## src/rtl/ps_bigreg_collector.sv

```systemverilog
// rtl/ps_bigreg_collector.sv - collects multi-word PS register writes and commits them as wide values
// Optional feature macro: PARTIAL_UPDATE_EN (commit even when some words were not rewritten).
module ps_bigreg_collector #(
  parameter int MEM_SIZE   = 256,
  parameter int DATA_WIDTH = 16,
  parameter int NUM_REGS   = 3,
  parameter int MAX_WORDS  = 16,
  parameter int BASE_IDS [NUM_REGS] = '{1, 32, 35},
  parameter int WORDS    [NUM_REGS] = '{16, 2, 16},
  localparam int IDW = $clog2(MEM_SIZE),
  localparam int RW  = MAX_WORDS * DATA_WIDTH
) (
  input  logic                               clk,
  input  logic                               rst_n,
  input  logic                               wr_en,
  input  logic [IDW-1:0]                     wr_id,
  input  logic [DATA_WIDTH-1:0]              wr_data,
  output logic                               resp_valid,
  output logic [1:0]                         resp,
  output logic [NUM_REGS-1:0][RW-1:0]        reg_data,
  output logic [NUM_REGS-1:0]                reg_valid,
  input  logic [NUM_REGS-1:0]                reg_ready,
  output logic [NUM_REGS-1:0][MAX_WORDS-1:0] fresh
);

  localparam logic [1:0] RESP_OKAY   = 2'b00;
  localparam logic [1:0] RESP_SLVERR = 2'b10;

  // Each window spans base..base+WORDS inclusive (the last ID is the commit trigger).
  for (genvar a = 0; a < NUM_REGS; a++) begin : g_chk_a
    if (WORDS[a] < 1 || WORDS[a] > MAX_WORDS) begin : g_bad_words
      $error("ps_bigreg_collector: WORDS[%0d] out of range", a);
    end
    for (genvar b = a + 1; b < NUM_REGS; b++) begin : g_chk_b
      if (!((BASE_IDS[a] + WORDS[a] < BASE_IDS[b]) || (BASE_IDS[b] + WORDS[b] < BASE_IDS[a]))) begin : g_overlap
        $error("ps_bigreg_collector: windows %0d and %0d overlap", a, b);
      end
    end
  end

  logic [NUM_REGS-1:0] owned;
  logic [NUM_REGS-1:0] refused;

  for (genvar i = 0; i < NUM_REGS; i++) begin : g_reg
    localparam logic [IDW-1:0]       BASE = IDW'(BASE_IDS[i]);
    localparam logic [IDW-1:0]       VID  = IDW'(BASE_IDS[i] + WORDS[i]);
    localparam logic [MAX_WORDS-1:0] MASK = {MAX_WORDS{1'b1}} >> (MAX_WORDS - WORDS[i]);

    typedef enum logic {IDLE, PENDING} state_e;
    state_e state_q, state_d;

    logic [MAX_WORDS-1:0][DATA_WIDTH-1:0] shadow_q;
    logic [MAX_WORDS-1:0][DATA_WIDTH-1:0] data_q;
    logic [MAX_WORDS-1:0]                 fresh_q;
    logic [MAX_WORDS-1:0]                 word_hit;
    logic                                 valid_hit;
    logic                                 allow;
    logic                                 commit;
    logic                                 err;
    logic                                 pending;

    always_comb begin
      word_hit = '0;
      for (int k = 0; k < MAX_WORDS; k++) begin
        if (k < WORDS[i]) word_hit[k] = wr_en && (wr_id == BASE + IDW'(k));
      end
      valid_hit = wr_en && (wr_id == VID);
`ifdef PARTIAL_UPDATE_EN
      allow = 1'b1;
`else
      allow = &(fresh_q | ~MASK);
`endif
    end

    always_ff @(posedge clk or negedge rst_n) begin
      if (!rst_n) state_q <= IDLE;
      else        state_q <= state_d;
    end

    always_comb begin
      state_d = state_q;
      case (state_q)
        IDLE:    if (commit) state_d = PENDING;
        PENDING: if (commit) state_d = PENDING;
                 else if (reg_ready[i]) state_d = IDLE;
        default: state_d = IDLE;
      endcase
    end

    // A busy register can only take a new commit in the cycle its consumer accepts.
    always_comb begin
      pending = (state_q == PENDING);
      commit  = valid_hit && allow && (!pending || reg_ready[i]);
      err     = valid_hit && !commit;
    end

    always_ff @(posedge clk or negedge rst_n) begin
      if (!rst_n) begin
        shadow_q <= '0;
        data_q   <= '0;
        fresh_q  <= '0;
      end else begin
        for (int k = 0; k < MAX_WORDS; k++) begin
          if (word_hit[k]) shadow_q[k] <= wr_data;
        end
        if (commit) begin
          data_q  <= shadow_q;
          fresh_q <= '0;
        end else begin
          fresh_q <= fresh_q | word_hit;
        end
      end
    end

    assign reg_data[i]  = data_q;
    assign reg_valid[i] = pending;
    assign fresh[i]     = fresh_q & MASK;
    assign owned[i]     = (|word_hit) || valid_hit;
    assign refused[i]   = err;
  end

  logic       resp_valid_q;
  logic [1:0] resp_q;

  always_ff @(posedge clk or negedge rst_n) begin
    if (!rst_n) begin
      resp_valid_q <= 1'b0;
      resp_q       <= RESP_OKAY;
    end else begin
      resp_valid_q <= |owned;
      resp_q       <= (|refused) ? RESP_SLVERR : RESP_OKAY;
    end
  end

  assign resp_valid = resp_valid_q;
  assign resp       = resp_q;

endmodule
```

## config.mk

```make
export PLATFORM = sky130hd
export DESIGN_NAME = ps_bigreg_collector
export DESIGN_NICKNAME = d
export VERILOG_FILES = /design/src/rtl/ps_bigreg_collector.sv
export SDC_FILE = /design/constraint.sdc
export NUM_CORES = 2
export LEC_CHECK = 0
export BUFFER_PORTS_ARGS = -buffer_cell sky130_fd_sc_hd__buf_4
export CORE_AREA = 2 2 336 338
export CTS_CLUSTER_SIZE = 14
export DETAILED_ROUTE_END_ITERATION = 8
export DIE_AREA = 0 0 338 340
export PLACE_DENSITY_LB_ADDON = 0.25
export SLEW_MARGIN = 0
export SYNTH_ARGS = -nofsm -noshare
export SYNTH_HDL_FRONTEND = slang
export SYNTH_SLANG_ARGS = --single-unit
```

## constraint.sdc

```tcl
create_clock -name clk -period 4.95 [get_ports clk]
set_input_delay 0.495 -clock clk [delete_from_list [all_inputs] [get_ports clk]]
set_output_delay 0.495 -clock clk [all_outputs]
set_load 0.05 [all_outputs]
```

# After elaboration in Yosys (flattened, before gate mapping)
# Index checks and enable logic that the tools add are counted.
[classes]
n_eq_ne = 37
mux = 16
n_bitwise = 6
reduce_logical = 66
[ops]
columns = ["cell", "count"]
rows = [
  ["equality test 8 x 6 -> 1 bit (second input constant)", 20],
  ["equality test 8 x 4 -> 1 bit (second input constant)", 8],
  ["2-to-1 mux 16 bit", 3],
  ["logical AND 1 bit", 46],
  ["equality test 8 x 3 -> 1 bit (second input constant)", 4],
  ["bitwise OR 16 bit", 2],
  ["AND reduction 16 bit", 2],
  ["OR reduction 16 bit", 2],
  ["equality test 8 x 2 -> 1 bit (second input constant)", 2],
  ["equality test 8 x 5 -> 1 bit (second input constant)", 2],
  ["bitwise OR 16 x 2 -> 16 bit", 1],
  ["2-to-1 mux 1 bit", 9],
  ["equality test 8 x 1 -> 1 bit (second input constant)", 1],
  ["logical NOT 1 bit", 6],
  ["logical OR 1 bit", 6],
  ["case mux 1 bit (2 select lines)", 3],
  ["OR reduction 3 bit", 2],
  ["inverter 1 bit", 3],
  ["2-to-1 mux 2 bit", 1],
  ["AND reduction 2 bit", 1],
  ["OR reduction 2 bit", 1],
]
[totals]
register_bits = 1142
in_bits = 30
output_inout_bits = 822
word_cells = 201

# Depth between registers and ports, before layout
[logic_depth]
depth_word = 8
ltp_mapped = 9
ltp_nobuf = 5

# Least setup slack after synthesis
# OpenSTA, ideal clock, no wires.
[synth_timing]
path_kind = "flip-flop to flip-flop"
startpoint = "register g_reg[0].fresh_q[10]"
endpoint = "register g_reg[0].data_q, in the netlist reg_data[100]"
setup_time_ns = 0.125
arrival_time_ns = 2.252
setup_slack_ns = 2.574
path_stages_with_launch = 7
n_path_buf = 2
cell_sequence = "dfrtp_1 > nand4_1 > or4_1 > nor3b_2 > buf_2 > buf_4 > mux2_2"
[synth_via]
elab_chain_len = 3
[synth_rtl]
columns = ["item", "line_no", "source"]
rows = [
  ["from (decl)", "54", "logic [MAX_WORDS-1:0] fresh_q;"],
  ["from (signal assigned)", "110", "fresh_q <= fresh_q | word_hit;"],
  ["AND reduction 16 bit", "71", "allow = &(fresh_q | ~MASK);"],
  ["logical AND 1 bit (2 in series)", "93", "commit = valid_hit && allow && (!pending || reg_ready[i]);"],
  ["to (signal assigned)", "107", "data_q <= shadow_q;"],
  ["to (decl)", "53", "logic [MAX_WORDS-1:0][DATA_WIDTH-1:0] data_q;"],
]
# Every way passes these cells.
# A chain may end at the register's enable or synchronous reset.

# Worst setup path in the final report
[layout_timing]
startpoint = "register g_reg[0].fresh_q[14]"
endpoint = "register g_reg[0].data_q, in the netlist reg_data[52]"
# Same word-level chain as after synthesis.

==> out/results.tsv <==
stage	metric	value	unit
clocking	cts_made_buffers	117	
sta	whs	0.109	ns
layout	nNetsFinal	3424	
sta	fin_crit_sh	58.1	%
sta	slew_violations	0	
power_and_ir_drop	power_switching	4.64	mW
power_and_ir_drop	power_per_cell_area	366	mW/mm2
clocking	insertion_delay	0.70	ns
synth	synth_ff_type	dfrtp_1	
placement	hpwl	75400	um
global_route	grt_max_degree	140	
floorplan	pin_count	852	
floorplan	initial_core_util	39.6	%
clocking	clock_sinks	1127	
synth	yosysWarningCount	0	
floorplan	die_area	0.115	mm2
synth	synth_cell_types	44	
sta	clock.fmax	0.347	GHz
placement	gp_congestion	0.773	
drt	wl_per_cell	24.0	um
power_and_ir_drop	netSwitchingFraction	23.8	%
clocking	post_cts_buffers	0	
setup_path	path_cells	nand4_1, or4_1, nor3b_4, buf_12, mux2_2	
setup_path	critical_path_required	5.52	ns
layout	drive_gt1_share	55.9	%
floorplan	core	0.112	mm2
sta	grt_setup_unrepaired	no	
setup_path	critPathTopFamily	simple AND/OR/NAND/NOR gates	
drt	remaining_drc_errors	0	
clocking	cts.clk_slew.worst_paths	0.06	ns
synth	syn_area_per_cell	15.9	um2
clocking	cts_tree	done	
synth	synth-async-reset-ratio	100	%
sta	post-route-min-period	2.88	ns
synth	synth_edf_count	0	
global_route	grt_overflow_total	0	
layout	area_growth	20.5	%
power_and_ir_drop	p_leak	28.4	nW
floorplan	die_h	340	um
sta	setup_viol	0	
setup_path	worst-path-buf-inv	1	
drt	vias	24200	
power_and_ir_drop	p_int	14.9	mW
setup_path	path_class	flip-flop to flip-flop	
setup_path	cpPeakStageDelay	0.67	ns
setup_path	arrival	3.45	ns
hold_path	min_from	reg_ready[2]	
power_and_ir_drop	ir_drop	0.365	mV
sta	setup_tns	0	ns
power_and_ir_drop	pwr-share-comb	5.9	%
drt	drt_iter0_drc	1393	
synth	yosysMostFrequentCell	dfrtp_1	
drt	routed_via_density	4.85	
setup_path	cp_max_fo	116	
setup_path	timing.rr.start	g_reg[0].fresh_q[14]$_DFF_PN0_	
synth	yosys-top-cells-area	dfrtp_1 64%, mux2_2 28%, buf_4 4.9%, buf_2 0.66%, clkbuf_1 0.46%	
synth	synth_top_area_share	63.8	%
drt	firstDrtPassIters	4	
synth	syn_inst	2787	
power_and_ir_drop	p_clk_share	45.1	%
layout	final_cell_area	0.0533	mm2
synth	synth_area_leader_cell	dfrtp_1	
global_route	track_usage	20.7	%
synth	ys_seq_elements	1127	
setup_path	critPathSlowestCell	or4_1	
synth	synth_commonest_cells	1,127 x dfrtp_1, 1,086 x mux2_2, 286 x buf_4, 58 x buf_2, 54 x clkbuf_1	
placement	portBuffers	612	
setup_path	startpoint	g_reg[0].fresh_q[14]$_DFF_PN0_	
drt	ant_nets	0	
clocking	cts_root_buf	clkbuf_16	
global_route	antenna_found_initial	13	
synth	syn_area	0.0442	mm2
run	drv_cap	0	
sta	slew_headroom	20.8	%
floorplan	die_width	338	um
floorplan	row_count	123	
global_route	grt_pass1_vias	24100	
clocking	clockBufferDepth	3	
drt	drt-total-wl	120000	um
placement	place_area	0.0494	mm2
sta	tightest_slew	1.19	ns
setup_path	end_kind	flip-flop	
setup_path	start_kind	flip-flop	
sta	hold_violations	0	
sta	worst_clock_skew	0.0295	ns
power_and_ir_drop	seqPwrFrac	49.1	%
outcome	status	completed	
synth	ys_seq_area_share	63.8	%
clocking	htreeDepth	3	
global_route	grt_pass1_wl	173000	um
hold_path	min_path_type	primary input to flip-flop	
repair_timing:
item,4_1_cts,5_1_grt
hold endpoints to repair,79,0
hold buffers,1,0
resized for setup,0,0
endpoints found under the setup margin,0,0
metrics by stage:
step | power, mW | util [%] | worst slack (ns) | instances
2_1_floorplan | 10.6 | - | 2.57 | 3025
6_report | 19.5 | 47.7 | 2.07 | 4986
5_1_grt | 20.2 | 47.7 | 1.99 | 4985
3_5_place_dp | 10.9 | 44.3 | 1.65 | 4774
4_1_cts | 19.8 | 47.7 | 2.08 | 4985
3_3_place_gp | 10.9 | 44.3 | 1.68 | 4774
cell type report:
type / instances / area (um2)
tap: 1500 / 1880
clock inverter: 19 / 273
timing repair buffer: 650 / 5040
fill: 9884 / 58300
antenna: 1 / 2.50
clock buffer: 191 / 3590
inverter: 10 / 37.5
multi-input combinational: 1488 / 14200
sequential: 1127 / 28200
state kept, by name (all words and copies together), names as in the netlist:
signal and count:
resp 1, reg_data 544, resp_valid 1, g.fresh_q 34, g.pending 3, g.shadow_q 544
kinds of logic (layout without fill, tap and decap cells):
logic type	count (synthesis)	count (layout)	share of synthesized area [%]
flip-flops	1127	1127	63.8
other	1	240	0.00849
XOR/XNOR	1	1	0.0198
multiplexers	1088	1088	27.7
AND/OR/NAND/NOR	134	134	1.94
buffers and inverters	410	870	6.11
AO/OA/AOI/OAI	26	26	0.362
power groups by stage:
stage	clock, mW	combinational (mW)	sequential (mW)
floorplan	0	0.820	9.76
global placement	0	1.15	9.72
detailed placement	0	1.16	9.73
CTS	9.03	1.17	9.56
global route	9.42	1.24	9.59
finish	8.79	1.14	9.56
path summary, 6_finish.rpt:
check	depth (start not counted)	to	slack [ns]
max	5	reg_data[52]$_DFFE_PN0P_	2.07
min	3	g_reg[2].pending$_DFF_PN0_	0.11
max reg2reg	5	reg_data[52]$_DFFE_PN0P_	2.07
min reg2reg	1	reg_data[517]$_DFFE_PN0P_	0.48
max in group asynchronous	3	g_reg[2].shadow_q[254]$_DFFE_PN0P_	3.11
min in group asynchronous	2	g_reg[2].shadow_q[49]$_DFFE_PN0P_	0.49
tightest hold or removal path, stage by stage:
cell      delay [ns]
buf_4           0.08
nand2b_1        0.13
nand2_1         0.06
placed cells by master, fill, tap and decap left out, types with 10 or more instances in the layout:
master     synthesis  routed
a21oi_1           16      16
buf_12             0      12
buf_4            286     636
clkbuf_1          54      39
clkbuf_16          0     120
clkbuf_8           0      32
conb_1             1     239
dfrtp_1         1127    1127
inv_1             10      10
mux2_2          1086    1086
nand2_1           11      10
nor2_1            50      50
nor3_4             9      16
metal layers:
metal | vias to the layer above | routed length, um | track usage, %
met4 | 2 | 3330 | 6.72
met2 | 718 | 59500 | 34.6
li1 | 10400 | - | -
met3 | 155 | 9250 | 6.27
met5 | - | 11 | 0
met1 | 12900 | 47500 | 25.4
Note: power is estimated with default switching activity, not from simulation.
